$ cat config.mk
export PLATFORM = sky130hd
export DESIGN_NAME = mau_stream_core
export DESIGN_NICKNAME = d
export VERILOG_FILES = /design/src/rtl/mau_pkg.sv /design/src/rtl/mau_res_fifo.sv /design/src/rtl/mau_stream_core.sv
export SDC_FILE = /design/constraint.sdc
export NUM_CORES = 1
export LEC_CHECK = 0
export BUFFER_PORTS_ARGS = -buffer_cell sky130_fd_sc_hd__buf_2
export CAP_MARGIN = 20
export CELL_PAD_IN_SITES_DETAIL_PLACEMENT = 2
export CELL_PAD_IN_SITES_GLOBAL_PLACEMENT = 2
export CORE_MARGIN = 5
export CORE_UTILIZATION = 44
export DETAILED_ROUTE_END_ITERATION = 7
export GPL_ROUTABILITY_DRIVEN = 0
export PLACE_DENSITY_LB_ADDON = 0.05
export SLEW_MARGIN = 20
export SYNTH_ARGS = -nofsm -noshare
export SYNTH_HDL_FRONTEND = slang
export SYNTH_HIERARCHICAL = 1
export SYNTH_SLANG_ARGS = --single-unit
$ cat constraint.sdc
create_clock -name clk -period 10 [get_ports clk]
set_clock_uncertainty 0.1 [all_clocks]
set_input_delay 0.5 -clock clk [delete_from_list [all_inputs] [get_ports clk]]
set_output_delay 0.5 -clock clk [all_outputs]
set_load 0.1 [all_outputs]
$ cat src/rtl/mau_pkg.sv
// mau_pkg: shared types and width helpers for the MAU stream core.
//   op_e       - decoded opcodes (values 6..15 are illegal and not enumerated)
//   tx_state_e - read-lane serialiser state
//   rx_beats() - lane beats in one instruction frame (five W-bit fields)
//   res_width()- ALU result width, wide enough for a DOT2 sum plus headroom
//   tx_beats() - lane beats needed to send one result, MS end zero-padded
package mau_pkg;

  typedef enum logic [3:0] {
    ADD  = 4'd0,
    SUB  = 4'd1,
    MUL  = 4'd2,
    DOT2 = 4'd3,
    ACC  = 4'd4,
    CLR  = 4'd5
  } op_e;

  typedef enum logic {
    IDLE = 1'b0,
    SEND = 1'b1
  } tx_state_e;

  function automatic int rx_beats(input int w, input int lane);
    return (5 * w) / lane;
  endfunction

  function automatic int res_width(input int w);
    return 2 * w + 2;
  endfunction

  function automatic int tx_beats(input int w, input int lane);
    return (2 * w + 2 + lane - 1) / lane;
  endfunction

endpackage

$ cat src/rtl/mau_res_fifo.sv
// mau_res_fifo: small result queue with registered occupancy count.
//   clk, rst   - clock, asynchronous active-high reset (empties the queue)
//   push       - write push_data; accepted when not full, or when full and a
//                pop happens on the same edge
//   pop        - drop the head entry; ignored when empty
//   head       - current head entry (valid while empty is low)
//   full/empty - occupancy flags derived from count
//   count      - number of entries held
// DEPTH must be a power of two so the pointers wrap naturally.
module mau_res_fifo #(
  parameter int WIDTH = 19,
  parameter int DEPTH = 4
) (
  input  logic                       clk,
  input  logic                       rst,
  input  logic                       push,
  input  logic [WIDTH-1:0]           push_data,
  input  logic                       pop,
  output logic [WIDTH-1:0]           head,
  output logic                       full,
  output logic                       empty,
  output logic [$clog2(DEPTH+1)-1:0] count
);

  localparam int PTR_W = $clog2(DEPTH);
  localparam int CNT_W = $clog2(DEPTH + 1);

  logic [WIDTH-1:0] mem [DEPTH];
  logic [PTR_W-1:0] wr_ptr_reg;
  logic [PTR_W-1:0] rd_ptr_reg;
  logic [CNT_W-1:0] count_reg;
  logic             do_push;
  logic             do_pop;

  assign full    = (count_reg == CNT_W'(DEPTH));
  assign empty   = (count_reg == '0);
  assign count   = count_reg;
  assign do_pop  = pop & ~empty;
  // A pop on the same edge frees the slot the push needs.
  assign do_push = push & (~full | do_pop);

  // The head is read combinationally: the serialiser may load it on the
  // first read event after a push, so a read register would need extra
  // hand-shaking for a four-entry store.
  assign head = mem[rd_ptr_reg];

  always_ff @(posedge clk) begin
    if (do_push) begin
      mem[wr_ptr_reg] <= push_data;
    end
  end

  always_ff @(posedge clk or posedge rst) begin
    if (rst) begin
      wr_ptr_reg <= '0;
      rd_ptr_reg <= '0;
      count_reg  <= '0;
    end else begin
      if (do_push) begin
        wr_ptr_reg <= wr_ptr_reg + PTR_W'(1);
      end
      if (do_pop) begin
        rd_ptr_reg <= rd_ptr_reg + PTR_W'(1);
      end
      case ({do_push, do_pop})
        2'b10:   count_reg <= count_reg + CNT_W'(1);
        2'b01:   count_reg <= count_reg - CNT_W'(1);
        default: count_reg <= count_reg;
      endcase
    end
  end

endmodule

$ cat src/rtl/mau_stream_core.sv
// mau_stream_core: serial-lane MAU. Deserialises five-field instruction
// frames from the write lane, executes them on a W-bit ALU with an
// accumulator, queues results, and serialises them MS beat first on the
// read lane.
//   clk, rst         - system clock, asynchronous active-high reset
//   spi_clk          - beat clock (asynchronous, synchronised internally)
//   spi_w / mosi     - write enable and write-lane data
//   spi_r / miso     - read enable and registered read-lane data
//   carry_out        - carry/flag of the result being sent
//   busy             - frame partially received or result partially sent
//   res_count        - results waiting in the queue
//   ovf_err          - sticky: a complete frame was dropped on a full queue
module mau_stream_core
  import mau_pkg::*;
#(
  parameter int W         = 8,
  parameter int LANE      = 4,
  parameter int RES_DEPTH = 4
) (
  input  logic                           clk,
  input  logic                           rst,
  input  logic                           spi_clk,
  input  logic                           spi_w,
  input  logic                           spi_r,
  input  logic [LANE-1:0]                mosi,
  output logic [LANE-1:0]                miso,
  output logic                           carry_out,
  output logic                           busy,
  output logic [$clog2(RES_DEPTH+1)-1:0] res_count,
  output logic                           ovf_err
);

  localparam int RX_BEATS = rx_beats(W, LANE);
  localparam int RW       = res_width(W);
  localparam int TX_BEATS = tx_beats(W, LANE);
  localparam int TXW      = TX_BEATS * LANE;
  localparam int FRAME_W  = 5 * W;
  localparam int RXC_W    = $clog2(RX_BEATS);
  localparam int TXI_W    = $clog2(TX_BEATS + 1);

  // ---------------- input synchronisers and rise detect ----------------
  logic [1:0]      sclk_sync_reg;
  logic [1:0]      w_sync_reg;
  logic [1:0]      r_sync_reg;
  logic [LANE-1:0] mosi_meta_reg;
  logic [LANE-1:0] mosi_sync_reg;
  logic            sclk_prev_reg;
  logic            rise;
  logic            rx_ev;
  logic            tx_ev;

  always_ff @(posedge clk or posedge rst) begin
    if (rst) begin
      sclk_sync_reg <= '0;
      w_sync_reg    <= '0;
      r_sync_reg    <= '0;
      mosi_meta_reg <= '0;
      mosi_sync_reg <= '0;
      sclk_prev_reg <= 1'b0;
    end else begin
      sclk_sync_reg <= {sclk_sync_reg[0], spi_clk};
      w_sync_reg    <= {w_sync_reg[0], spi_w};
      r_sync_reg    <= {r_sync_reg[0], spi_r};
      mosi_meta_reg <= mosi;
      mosi_sync_reg <= mosi_meta_reg;
      sclk_prev_reg <= sclk_sync_reg[1];
    end
  end

  assign rise  = sclk_sync_reg[1] & ~sclk_prev_reg;
  assign rx_ev = rise & w_sync_reg[1];
  assign tx_ev = rise & r_sync_reg[1];

  // ---------------- RX deserialiser ----------------
  logic [FRAME_W-1:0] frame_reg;
  logic [RXC_W-1:0]   rx_cnt_reg;
  logic               exec_reg;

  always_ff @(posedge clk or posedge rst) begin
    if (rst) begin
      frame_reg  <= '0;
      rx_cnt_reg <= '0;
      exec_reg   <= 1'b0;
    end else begin
      exec_reg <= 1'b0;
      if (rx_ev) begin
        frame_reg <= {frame_reg[FRAME_W-LANE-1:0], mosi_sync_reg};
        if (rx_cnt_reg == RXC_W'(RX_BEATS - 1)) begin
          rx_cnt_reg <= '0;
          exec_reg   <= 1'b1;
        end else begin
          rx_cnt_reg <= rx_cnt_reg + RXC_W'(1);
        end
      end
    end
  end

  // Field layout after the last shift: op is oldest, b2 youngest.
  logic [3:0]   op_nib;
  logic [W-1:0] a1;
  logic [W-1:0] a2;
  logic [W-1:0] b1;
  logic [W-1:0] b2;

  assign op_nib = frame_reg[4*W +: 4];
  assign a1     = frame_reg[3*W +: W];
  assign a2     = frame_reg[2*W +: W];
  assign b1     = frame_reg[W +: W];
  assign b2     = frame_reg[0 +: W];

  generate
    if (W > 4) begin : g_op_hi
      // Upper opcode bits are carried in the frame but never decoded.
      logic unused_op_hi;
      assign unused_op_hi = ^frame_reg[FRAME_W-1:4*W+4];
    end
  endgenerate

  // ---------------- ALU ----------------
  logic [RW-1:0]  acc_reg;
  logic [W:0]     sum_add;
  logic [W-1:0]   diff;
  logic [2*W-1:0] prod1;
  logic [2*W-1:0] prod2;
  logic [2*W:0]   dot;
  logic [RW:0]    acc_sum;
  logic [RW-1:0]  alu_res;
  logic           alu_carry;
  logic [RW-1:0]  acc_next;
  logic           acc_wr;

  assign sum_add = (W+1)'(a1) + (W+1)'(b1);
  assign diff    = a1 - b1;
  assign prod1   = (2*W)'(a1) * (2*W)'(b1);
  assign prod2   = (2*W)'(a2) * (2*W)'(b2);
  assign dot     = (2*W+1)'(prod1) + (2*W+1)'(prod2);
  // One extra bit exposes the accumulator wrap as the ACC carry.
  assign acc_sum = {1'b0, acc_reg} + (RW+1)'(prod1);

  always_comb begin
    alu_res   = '0;
    alu_carry = 1'b0;
    acc_next  = acc_reg;
    acc_wr    = 1'b0;
    case (op_nib)
      ADD: begin
        alu_res   = RW'(sum_add);
        alu_carry = sum_add[W];
      end
      SUB: begin
        alu_res   = RW'(diff);
        alu_carry = (a1 < b1);
      end
      MUL: begin
        alu_res = RW'(prod1);
      end
      DOT2: begin
        alu_res   = RW'(dot);
        alu_carry = dot[2*W];
      end
      ACC: begin
        acc_next  = acc_sum[RW-1:0];
        acc_wr    = 1'b1;
        alu_res   = acc_sum[RW-1:0];
        alu_carry = acc_sum[RW];
      end
      CLR: begin
        acc_next = '0;
        acc_wr   = 1'b1;
      end
      default: begin
        alu_carry = 1'b1;
      end
    endcase
  end

  // ---------------- result queue ----------------
  logic [RW:0]   fifo_head;
  logic          fifo_full;
  logic          fifo_empty;
  logic          fifo_pop;
  logic          push_ok;

  mau_res_fifo #(
    .WIDTH (RW + 1),
    .DEPTH (RES_DEPTH)
  ) u_res_fifo (
    .clk       (clk),
    .rst       (rst),
    .push      (exec_reg),
    .push_data ({alu_carry, alu_res}),
    .pop       (fifo_pop),
    .head      (fifo_head),
    .full      (fifo_full),
    .empty     (fifo_empty),
    .count     (res_count)
  );

  // Same acceptance rule as the queue: a pop on this edge makes room.
  assign push_ok = exec_reg & (~fifo_full | fifo_pop);

  always_ff @(posedge clk or posedge rst) begin
    if (rst) begin
      acc_reg <= '0;
      ovf_err <= 1'b0;
    end else if (exec_reg) begin
      if (push_ok) begin
        if (acc_wr) begin
          acc_reg <= acc_next;
        end
      end else begin
        ovf_err <= 1'b1;
      end
    end
  end

  // ---------------- TX serialiser ----------------
  // Beat table for the head result, beat 0 = MS. The extra trailing zero
  // entry is what miso shows on the pop event.
  logic [TXW-1:0]  tx_padded;
  logic [LANE-1:0] tx_beat [TX_BEATS+1];

  assign tx_padded = TXW'(fifo_head[RW-1:0]);

  genvar gi;
  generate
    for (gi = 0; gi < TX_BEATS; gi++) begin : g_tx_beat
      assign tx_beat[gi] = tx_padded[TXW-1-gi*LANE -: LANE];
    end
  endgenerate
  assign tx_beat[TX_BEATS] = '0;

  tx_state_e       tx_state_reg;
  tx_state_e       tx_state_next;
  logic [TXI_W-1:0] tx_idx_reg;
  logic [TXI_W-1:0] tx_idx_next;
  logic [LANE-1:0]  miso_next;
  logic             carry_next;

  always_ff @(posedge clk or posedge rst) begin
    if (rst) begin
      tx_state_reg <= IDLE;
      tx_idx_reg   <= '0;
      miso         <= '0;
      carry_out    <= 1'b0;
    end else begin
      tx_state_reg <= tx_state_next;
      tx_idx_reg   <= tx_idx_next;
      miso         <= miso_next;
      carry_out    <= carry_next;
    end
  end

  always_comb begin
    tx_state_next = tx_state_reg;
    tx_idx_next   = tx_idx_reg;
    miso_next     = miso;
    carry_next    = carry_out;
    fifo_pop      = 1'b0;
    if (tx_ev) begin
      case (tx_state_reg)
        IDLE: begin
          if (!fifo_empty) begin
            miso_next     = tx_beat[0];
            carry_next    = fifo_head[RW];
            tx_state_next = SEND;
            tx_idx_next   = TXI_W'(1);
          end
        end
        SEND: begin
          // Index TX_BEATS selects the zero entry: that event pops.
          miso_next = tx_beat[tx_idx_reg];
          if (tx_idx_reg == TXI_W'(TX_BEATS)) begin
            fifo_pop      = 1'b1;
            carry_next    = 1'b0;
            tx_state_next = IDLE;
            tx_idx_next   = '0;
          end else begin
            tx_idx_next = tx_idx_reg + TXI_W'(1);
          end
        end
        default: begin
          tx_state_next = IDLE;
          tx_idx_next   = '0;
        end
      endcase
    end
  end

  assign busy = (rx_cnt_reg != '0) | (tx_state_reg == SEND);

endmodule

==> summary.txt, run 1 <==
STA
  – Final Max Tran Viols: 0
  – Part of the cycle the worst path needs: 0.8408
  – Fin Hold WS: between 0.05 and 0.06 ns
  – F_max: 118.9 MHz
  – Final critical-path setup slack: between 1.5 and 2 ns
  – Min Clock Period, post-route: about 8.4 ns
  – Total Neg Setup Slack: 0 ns
  – Slew @ Worst Pin: approximately 1.1 ns
  – Count of final hold-check violations: 0
  – Rel. slew slack: 0.2846
  – RSZ-0062 raised after global routing: no
  – Setup violations, final: 0

Logic synthesis
  – Synth Instances: ~1,200
  – Flops & latches, synth: 167
  – Netlist cell types: 68
  – Sequential-to-total area share from yosys stat: 0.3596
  – Syn Std Cell Area: 12,680 µm²
  – Syn Nets: 1,389
  – Syn avg cell area: 10.72 µm²
  – Post-synth EDFFs: between 70 and 80
  – Top_reg_cell synth: dfrtp_1
  – Asr flop ratio synth: 0.5449
  – Syn. warnings: 6

Clock tree
  – Worst-skew pair later-pin latency: roughly 0.44 ns
  – CTS Buffer Depth: 2
  – TritonCTS clock tree: done
  – CTS-repair resized insts: 0
  – CTS buffer count: 17
  – # clock sinks: 167
  – Setup bufs post-CTS: 0
  – H-Tree Depth: 4
  – Clock root buffer: clkbuf_16
  – Clock Pin Slew Worst Setup and Hold Paths: 0.08 ns

Min path
  – Hold Path Origin: spi_clk
  – Hold Crit Class: input port to register

Floorplan
  – Number of core rows: a little over 60
  – Die W: around 180 µm
  – Top Ports: 19
  – Initial core utilization: 0.4441
  – Die footprint: around 32,000 µm²
  – Core area: 28,550 µm²
  – Die height: approximately 180 µm

Routing
  – Post-route DRC violation count: 0
  – Antenna-violating nets left: 0
  – First-pass DRT Iterations: 4
  – Total Wirelength: around 37,000 µm
  – Routed vias: just under 9,000
  – Drt via density: roughly 5.5
  – Drt wl/cell: roughly 23 µm
  – Drt first-iter violations: roughly 400

Flow run
  – Number of max-cap violations: 0

Placement
  – DP Area: 13,140 µm²
  – IO Port Bufs: 18
  – DP HPWL: 28,620 µm
  – Place WS: roughly 1.6 ns

Critical path
  – Worst Setup SP: frame_reg[25]
  – Critical path launch point type: register
  – Critical path data arrival time: roughly 8.5 ns
  – FF-to-FF Start: frame_reg[25]
  – Critical path class: register to register
  – CP Max Fanout: 13
  – Critical Path RT: approximately 10 ns
  – Crit. End Element: register

Cells and area
  – FILL cells: 2,981
  – Area added between synthesis and finish: 8.329%
  – Max reg flops: 76
  – Share of cells above drive strength 1: 0.1048
  – Most frequent cells in the layout: inv_1, ha_1, nand2_1
  – Register area: 4559 µm²
  – Most common cell after layout, fill and taps aside: inv_1
  – Antenna diode count: 0
  – Multi-input gate area: 7325 µm²
  – Final nets: roughly 1,400
  – Final instance area: around 14,000 µm²
  – Util after Layout: 0.4811

Pwr
  – Pwr dens: 331.7 nW/µm²
  – Seq pwr share: 0.226
  – Switching share of power: 0.4964
  – Comb power frac: 0.625
  – Clk pwr share: 0.149
  – Worst vdd ir: about 0.00015 V
  – Sw power: between 0.002 and 0.0025 W
  – Internal power: between 0.002 and 0.0025 W
  – Leak: 6.401 nW

Global routing
  – Grt total ovfl: 0
  – Total Routing Usage GR: 0.2351
  – Pin count of the biggest net entering global routing: 55
  – Vias in the first global route: ~10,000
  – Initial antenna violation count: 0
  – First-pass GRT wire length: about 60,000 µm

Status
  – Outcome: complete, no violations
[logic make-up (layout without fill, tap and decap cells)]
kind of cell | Yosys count | count (layout) | share of synthesized area
adder cells (fa/ha/maj) | 198 | 198 | 0.2491
XOR/XNOR | 51 | 51 | 0.03523
AO/OA/AOI/OAI | 192 | 192 | 0.1034
multiplexers | 53 | 53 | 0.06592
flip-flops | 167 | 167 | 0.3596
buffers and inverters | 210 | 229 | 0.06306
AND/OR/NAND/NOR | 312 | 312 | 0.1237
[repair_timing]
action	4_1_cts	5_1_grt
hold buffers	1	0
endpoints found under the hold margin	9	0
endpoints found under the setup margin	0	0
[cell type report]
class / instances / share of cell area
Tap cell: 384 / 0.03498
Multi-Input combinational cell: 806 / 0.5333
Sequential cell: 167 / 0.3320
Clock inverter: 14 / 0.01102
Clock buffer: 18 / 0.03125
Inverter: 173 / 0.04746
Timing Repair Buffer: 24 / 0.01002
[metrics by stage]
stage | power (W) | std cells
2_1_floorplan | 0.003043 | 1183
3_3_place_gp | 0.003760 | 1553
3_5_place_dp | 0.003902 | 1553
4_1_cts | 0.004632 | 1586
5_1_grt | 0.005026 | 1586
6_report | 0.004556 | 1586
[synth_stat cells (all sizes together), types with 7 or more instances]
master  instances  area (µm²)
ha            106        1326
o21ai          42       210.2
nand2         101       379.1
a31oi           8       56.30
a21oi          47       239.0
xor2           19       166.4
and2           84       530.5
mux2           31       352.8
a21o           18       135.1
a22o           14       122.6
nor2           51       191.4
o21a            9       75.07
dfrtp          91        2277
fa             91        1822
nor3           15       75.07
nand2b          7       43.79
edfxtp         76        2282
mux4           21       473.0
nor2b          13       81.33
xnor2          32       280.3
clkbuf         32       120.1
nand3          10       50.05
inv           172       645.6
[critical path: stages, from the launching register on]
cell and delay, ns:
dfrtp_1 0.55, and2_1 0.24, fa_1 0.46, fa_1 0.56, inv_1 0.05, fa_1 0.46, fa_1 0.54, inv_1 0.04
ha_1 0.33, o21a_1 0.15, a211o_1 0.34, a221oi_4 0.50, xor2_1 0.23, fa_1 0.46, fa_1 0.48, fa_1 0.55
inv_1 0.05, ha_1 0.35, or2_2 0.32, and4_1 0.20, a21o_1 0.18, o21ai_0 0.28, a21oi_1 0.13, xor2_1 0.16
a22oi_1 0.19, o21ai_1 0.18
[path summary, 6_finish.rpt]
path / end / slack (ns) / cells past startpoint
min in group asynchronous: u_res_fifo/count[1] / 0.49 / 3
min reg2reg: r_sync_reg[1] / 0.26 / 0
min: sclk_sync_reg[0] / 0.06 / 1
max: u_res_fifo/mem[1][14] / 1.59 / 25
max in group asynchronous: frame_reg[27] / 8.10 / 4
max reg2reg: u_res_fifo/mem[1][14] / 1.59 / 25
[metal layers]
| layer | part of all wire | vias up | GRT usage |
|---|---|---|---|
| li1 | - | 4005 | - |
| met1 | 0.41 | 4586 | 0.2804 |
| met2 | 0.55 | 108 | 0.4475 |
| met3 | 0.018 | 45 | 0.02425 |
| met4 | 0.024 | 0 | 0.06766 |
| met5 | 0 | - | 0 |
[power by group through the flow]
stage	clock network [W]	logic, W	registers, W
after CTS	0.000694	0.00291	0.00103
after global placement	0	0.00272	0.00104
after floorplan	0	0.00211	0.000932
final	0.000678	0.00285	0.00103
after detailed placement	0	0.00286	0.00105
after global routing	0.000725	0.00325	0.00105
Note: power is estimated with default switching activity, not from simulation.
==> inputs of run 2 (changes only) <==
--- a/config.mk
+++ b/config.mk
@@ -5,12 +5,13 @@
 export SDC_FILE = /design/constraint.sdc
 export NUM_CORES = 1
 export LEC_CHECK = 0
+export ABC_AREA = 1
 export BUFFER_PORTS_ARGS = -buffer_cell sky130_fd_sc_hd__buf_2
 export CAP_MARGIN = 20
 export CELL_PAD_IN_SITES_DETAIL_PLACEMENT = 2
 export CELL_PAD_IN_SITES_GLOBAL_PLACEMENT = 2
 export CORE_MARGIN = 5
-export CORE_UTILIZATION = 44
+export CORE_UTILIZATION = 36
 export DETAILED_ROUTE_END_ITERATION = 7
 export GPL_ROUTABILITY_DRIVEN = 0
 export PLACE_DENSITY_LB_ADDON = 0.05
==> constraint.sdc (replaced) <==
create_clock -name clk -period 7.15 [get_ports clk]
set_clock_uncertainty 0.1 [all_clocks]
set_input_delay 0.3575 -clock clk [delete_from_list [all_inputs] [get_ports clk]]
set_output_delay 0.3575 -clock clk [all_outputs]
set_load 0.1 [all_outputs]
==> summary.txt, run 2 <==
Status
  – Outcome: finished, violations left
  – Failing checks: setup timing

Critical path
  – Crit-path most repeated cell: fa_1
  – Critical Path RT: 7.23 ns (-2.81 ns)
  – Critical path data arrival time: 7.39 ns (-1.06 ns)
  – Critical path class: register to register
  – CP Max Fanout: 5 (-8)
  – FF-to-FF Start: frame_reg[11]
  – Crit. End Element: register
  – FF-to-FF setup slack: -0.16 ns (-1.75 ns)
  – Worst R2R Path Depth: 28 (+12%)
  – Slowest cell on crit path: fa_2
  – Reg-to-Reg End: u_res_fifo/mem[2][8]
  – Slowest cell delay on critical path: 0.54 ns (-0.02 ns)
  – Critical path launch point type: register

Routing
  – Total Wirelength: 45,750 µm (+24%)
  – Drt via density: 5.029 (-8.8%)
  – First-pass DRT Iterations: 6 (+2)
  – Post-route DRC violation count: 0 (unchanged)
  – Drt wl/cell: 20.80 µm (-11%)
  – Routed vias: 11,060 (+26%)
  – Drt first-iter violations: 424 (+9.0%)
  – Antenna-violating nets left: 0 (unchanged)

Logic synthesis
  – Most frequent cell after synthesis: inv_1
  – Asr flop ratio synth: 0.5449 (unchanged)
  – Post-synth EDFFs: 76 (unchanged)
  – Syn. warnings: 6 (unchanged)
  – Synth Area in Simple Gates: 0.1768 (+0.05319)
  – Sequential-to-total area share from yosys stat: 0.3450 (-0.01464)
  – Largest family of logic cells by synthesized area: adder cells
  – Synth Instances: 1,585 (+34%)
  – Compound-Gate Fraction of Synth Area: 0.1058 (+0.002417)
  – XOR/XNOR Fraction of Synth Area: 0.01382 (-0.02141)
  – Top_reg_cell synth: dfrtp_1
  – Syn Std Cell Area: 13,220 µm² (+4.2%)
  – Synth top area share: 0.1727 (-0.007328)
  – Area leader, netlist: edfxtp_1
  – Top post-synthesis cells by count: inv_1, nand2_1, nor2_1
  – Adder-Cell Fraction of Synth Area: 0.2382 (-0.01090)
  – Syn avg cell area: 8.338 µm² (-22%)
  – Netlist cell types: 59 (-13%)
  – Multiplexer share of the synthesized area: 0.003408 (-0.06252)
  – Syn Nets: 1,791 (+29%)
  – Top cells by area, synth: edfxtp_1, dfrtp_1, fa_1
  – Flops & latches, synth: 167 (unchanged)

Min path
  – Worst Hold End: r_sync_reg[1]
  – Hold Path Origin: r_sync_reg[0]
  – Hold Crit Class: register to register
  – Worst hold path depth: 0 (-1)

STA
  – Rel. slew slack: 0.4316 (+0.1470)
  – Count of final hold-check violations: 0 (unchanged)
  – Part of the cycle the worst path needs: 1.023 (+0.1818)
  – F_max: 136.8 MHz (+15%)
  – Slew @ Worst Pin: 0.8517 ns (-0.2214 ns)
  – Final Max Tran Viols: 0 (unchanged)
  – Final critical-path setup slack: -0.1616 ns (-1.754 ns)
  – Min Clock Period, post-route: 7.312 ns (-1.096 ns)
  – Setup violations, final: 20 (+20)
  – RSZ-0062 raised after global routing: yes

Floorplan
  – Initial core utilization: 0.3627 (-0.08138)
  – Top Ports: 19 (unchanged)
  – Die W: 201.6 µm (+12%)
  – Die height: 201.6 µm (+12%)
  – Number of core rows: 70 (+13%)
  – Die footprint: 40,640 µm² (+26%)
  – Core area: 36,430 µm² (+28%)

Cells and area
  – Fin cells: 2,199 (+39%)
  – Most common cell after layout, fill and taps aside: inv_1
  – Antenna diode count: 0 (unchanged)
  – Share of cells above drive strength 1: 0.2288 (+0.1239)
  – Final nets: 1,924 (+38%)
  – FILL cells: 4,042 (+36%)
  – Area added between synthesis and finish: 22.20%
  – Most frequent cells in the layout: inv_1, nand2_1, buf_4
  – Max reg flops: 76 (unchanged)
  – Multi-input gate area: 7839 µm² (+7.0%)
  – Register area: 4564 µm² (+0.11%)

Global routing
  – Vias in the first global route: 12,470 (+22%)
  – Grt total ovfl: 0 (unchanged)
  – Total Routing Usage GR: 0.2194 (-0.01565)
  – Pin count of the biggest net entering global routing: 74 (+35%)
  – Initial antenna violation count: 0 (unchanged)
  – First-pass GRT wire length: 69,680 µm (+18%)

Clock tree
  – # clock sinks: 167 (unchanged)
  – H-Tree Depth: 4 (unchanged)
  – Clock root buffer: clkbuf_16
  – TritonCTS clock tree: done
  – CTS Buffer Depth: 2 (unchanged)
  – Clock Pin Slew Worst Setup and Hold Paths: 0.07 ns (about the same)
  – Worst-skew pair later-pin latency: 0.46 ns (+0.02 ns)
  – CTS buffer count: 17 (unchanged)

Placement
  – Placed Cells: 2,128 (+37%)
  – DP HPWL: 33,840 µm (+18%)
  – IO Port Bufs: 18 (unchanged)

Flow run
  – Number of max-cap violations: 0 (unchanged)
## run 2: through the flow
stage | cell area, µm² | setup TNS [ns] | hold WS [ns] | util | setup WS, ns
5_1_grt | 16150 | -11.03 | 0.2611 | 0.4433 | -0.4161
6_report | 16150 | -1.677 | 0.2536 | 0.4433 | -0.1616
3_3_place_gp | 14570 | -8.696 | 0.2351 | 0.4000 | -0.3229
4_1_cts | 15670 | -0.4653 | 0.2535 | 0.4299 | -0.05892
2_1_floorplan | 13290 | 0 | 0.06090 | - | 0.005887
3_5_place_dp | 14570 | -15.89 | 0.2363 | 0.4000 | -0.5271
## run 2: layout make-up
| type | instances | area share |
|---|---|---|
| inverters | 348 | 0.08134 |
| clock inverters | 14 | 0.007437 |
| multi-input cells | 1014 | 0.4854 |
| clock buffers | 18 | 0.02719 |
| repair buffers | 170 | 0.07980 |
| flip-flops and latches | 167 | 0.2826 |
| well taps | 468 | 0.03626 |
## run 2: timing repair
item	CTS	global route
endpoints found under the hold margin	47	0
pin swaps	70	77
endpoints found under the setup margin	48	52
buffers inserted	16	18
resized for setup	90	94
hold buffers	8	0
## run 2: logic make-up after synthesis
logic type                 after synthesis
xor gates and xnor gates                20
adders and majority gates              197
muxes                                    4
AOI/OAI and AO/OA                      241
and+or+nand+nor                        552
buffers and inverters                  404
DFF                                    167
## run 2: routing by layer
layer	vias up	share of wire	track usage	wire length, µm
li1	5241	-	-	-
met5	-	0	0	0
met4	0	0.014	0.04028	656
met3	35	0.015	0.02675	681
met1	5696	0.42	0.2671	19430
met2	86	0.55	0.4184	24980
## run 2: worst max path at each step
stage / end / slack, ns / start
floorplan: u_res_fifo/mem[0][14] / 0.006 / frame_reg[10]
global placement: u_res_fifo/mem[0][15] / -0.32 / frame_reg[27]
detailed placement: u_res_fifo/mem[3][15] / -0.53 / frame_reg[12]
CTS: u_res_fifo/mem[0][14] / -0.06 / frame_reg[12]
global route: u_res_fifo/mem[0][14] / -0.42 / frame_reg[11]
finish: u_res_fifo/mem[2][8] / -0.16 / frame_reg[11]
## run 2: worst max-delay path, delay by kind of cell, from the launching register on
family	cells	cell delay (ns)
DFF	1	0.45
AOI/OAI and AO/OA	3	0.72
buffers and inverters	10	0.82
adders and majority gates	11	4.36
and+or+nand+nor	4	0.60
Power of run 2 is left out: the tool's default activity adds up to more than one toggle a clock period on the data nets, which glitch-free logic cannot reach.
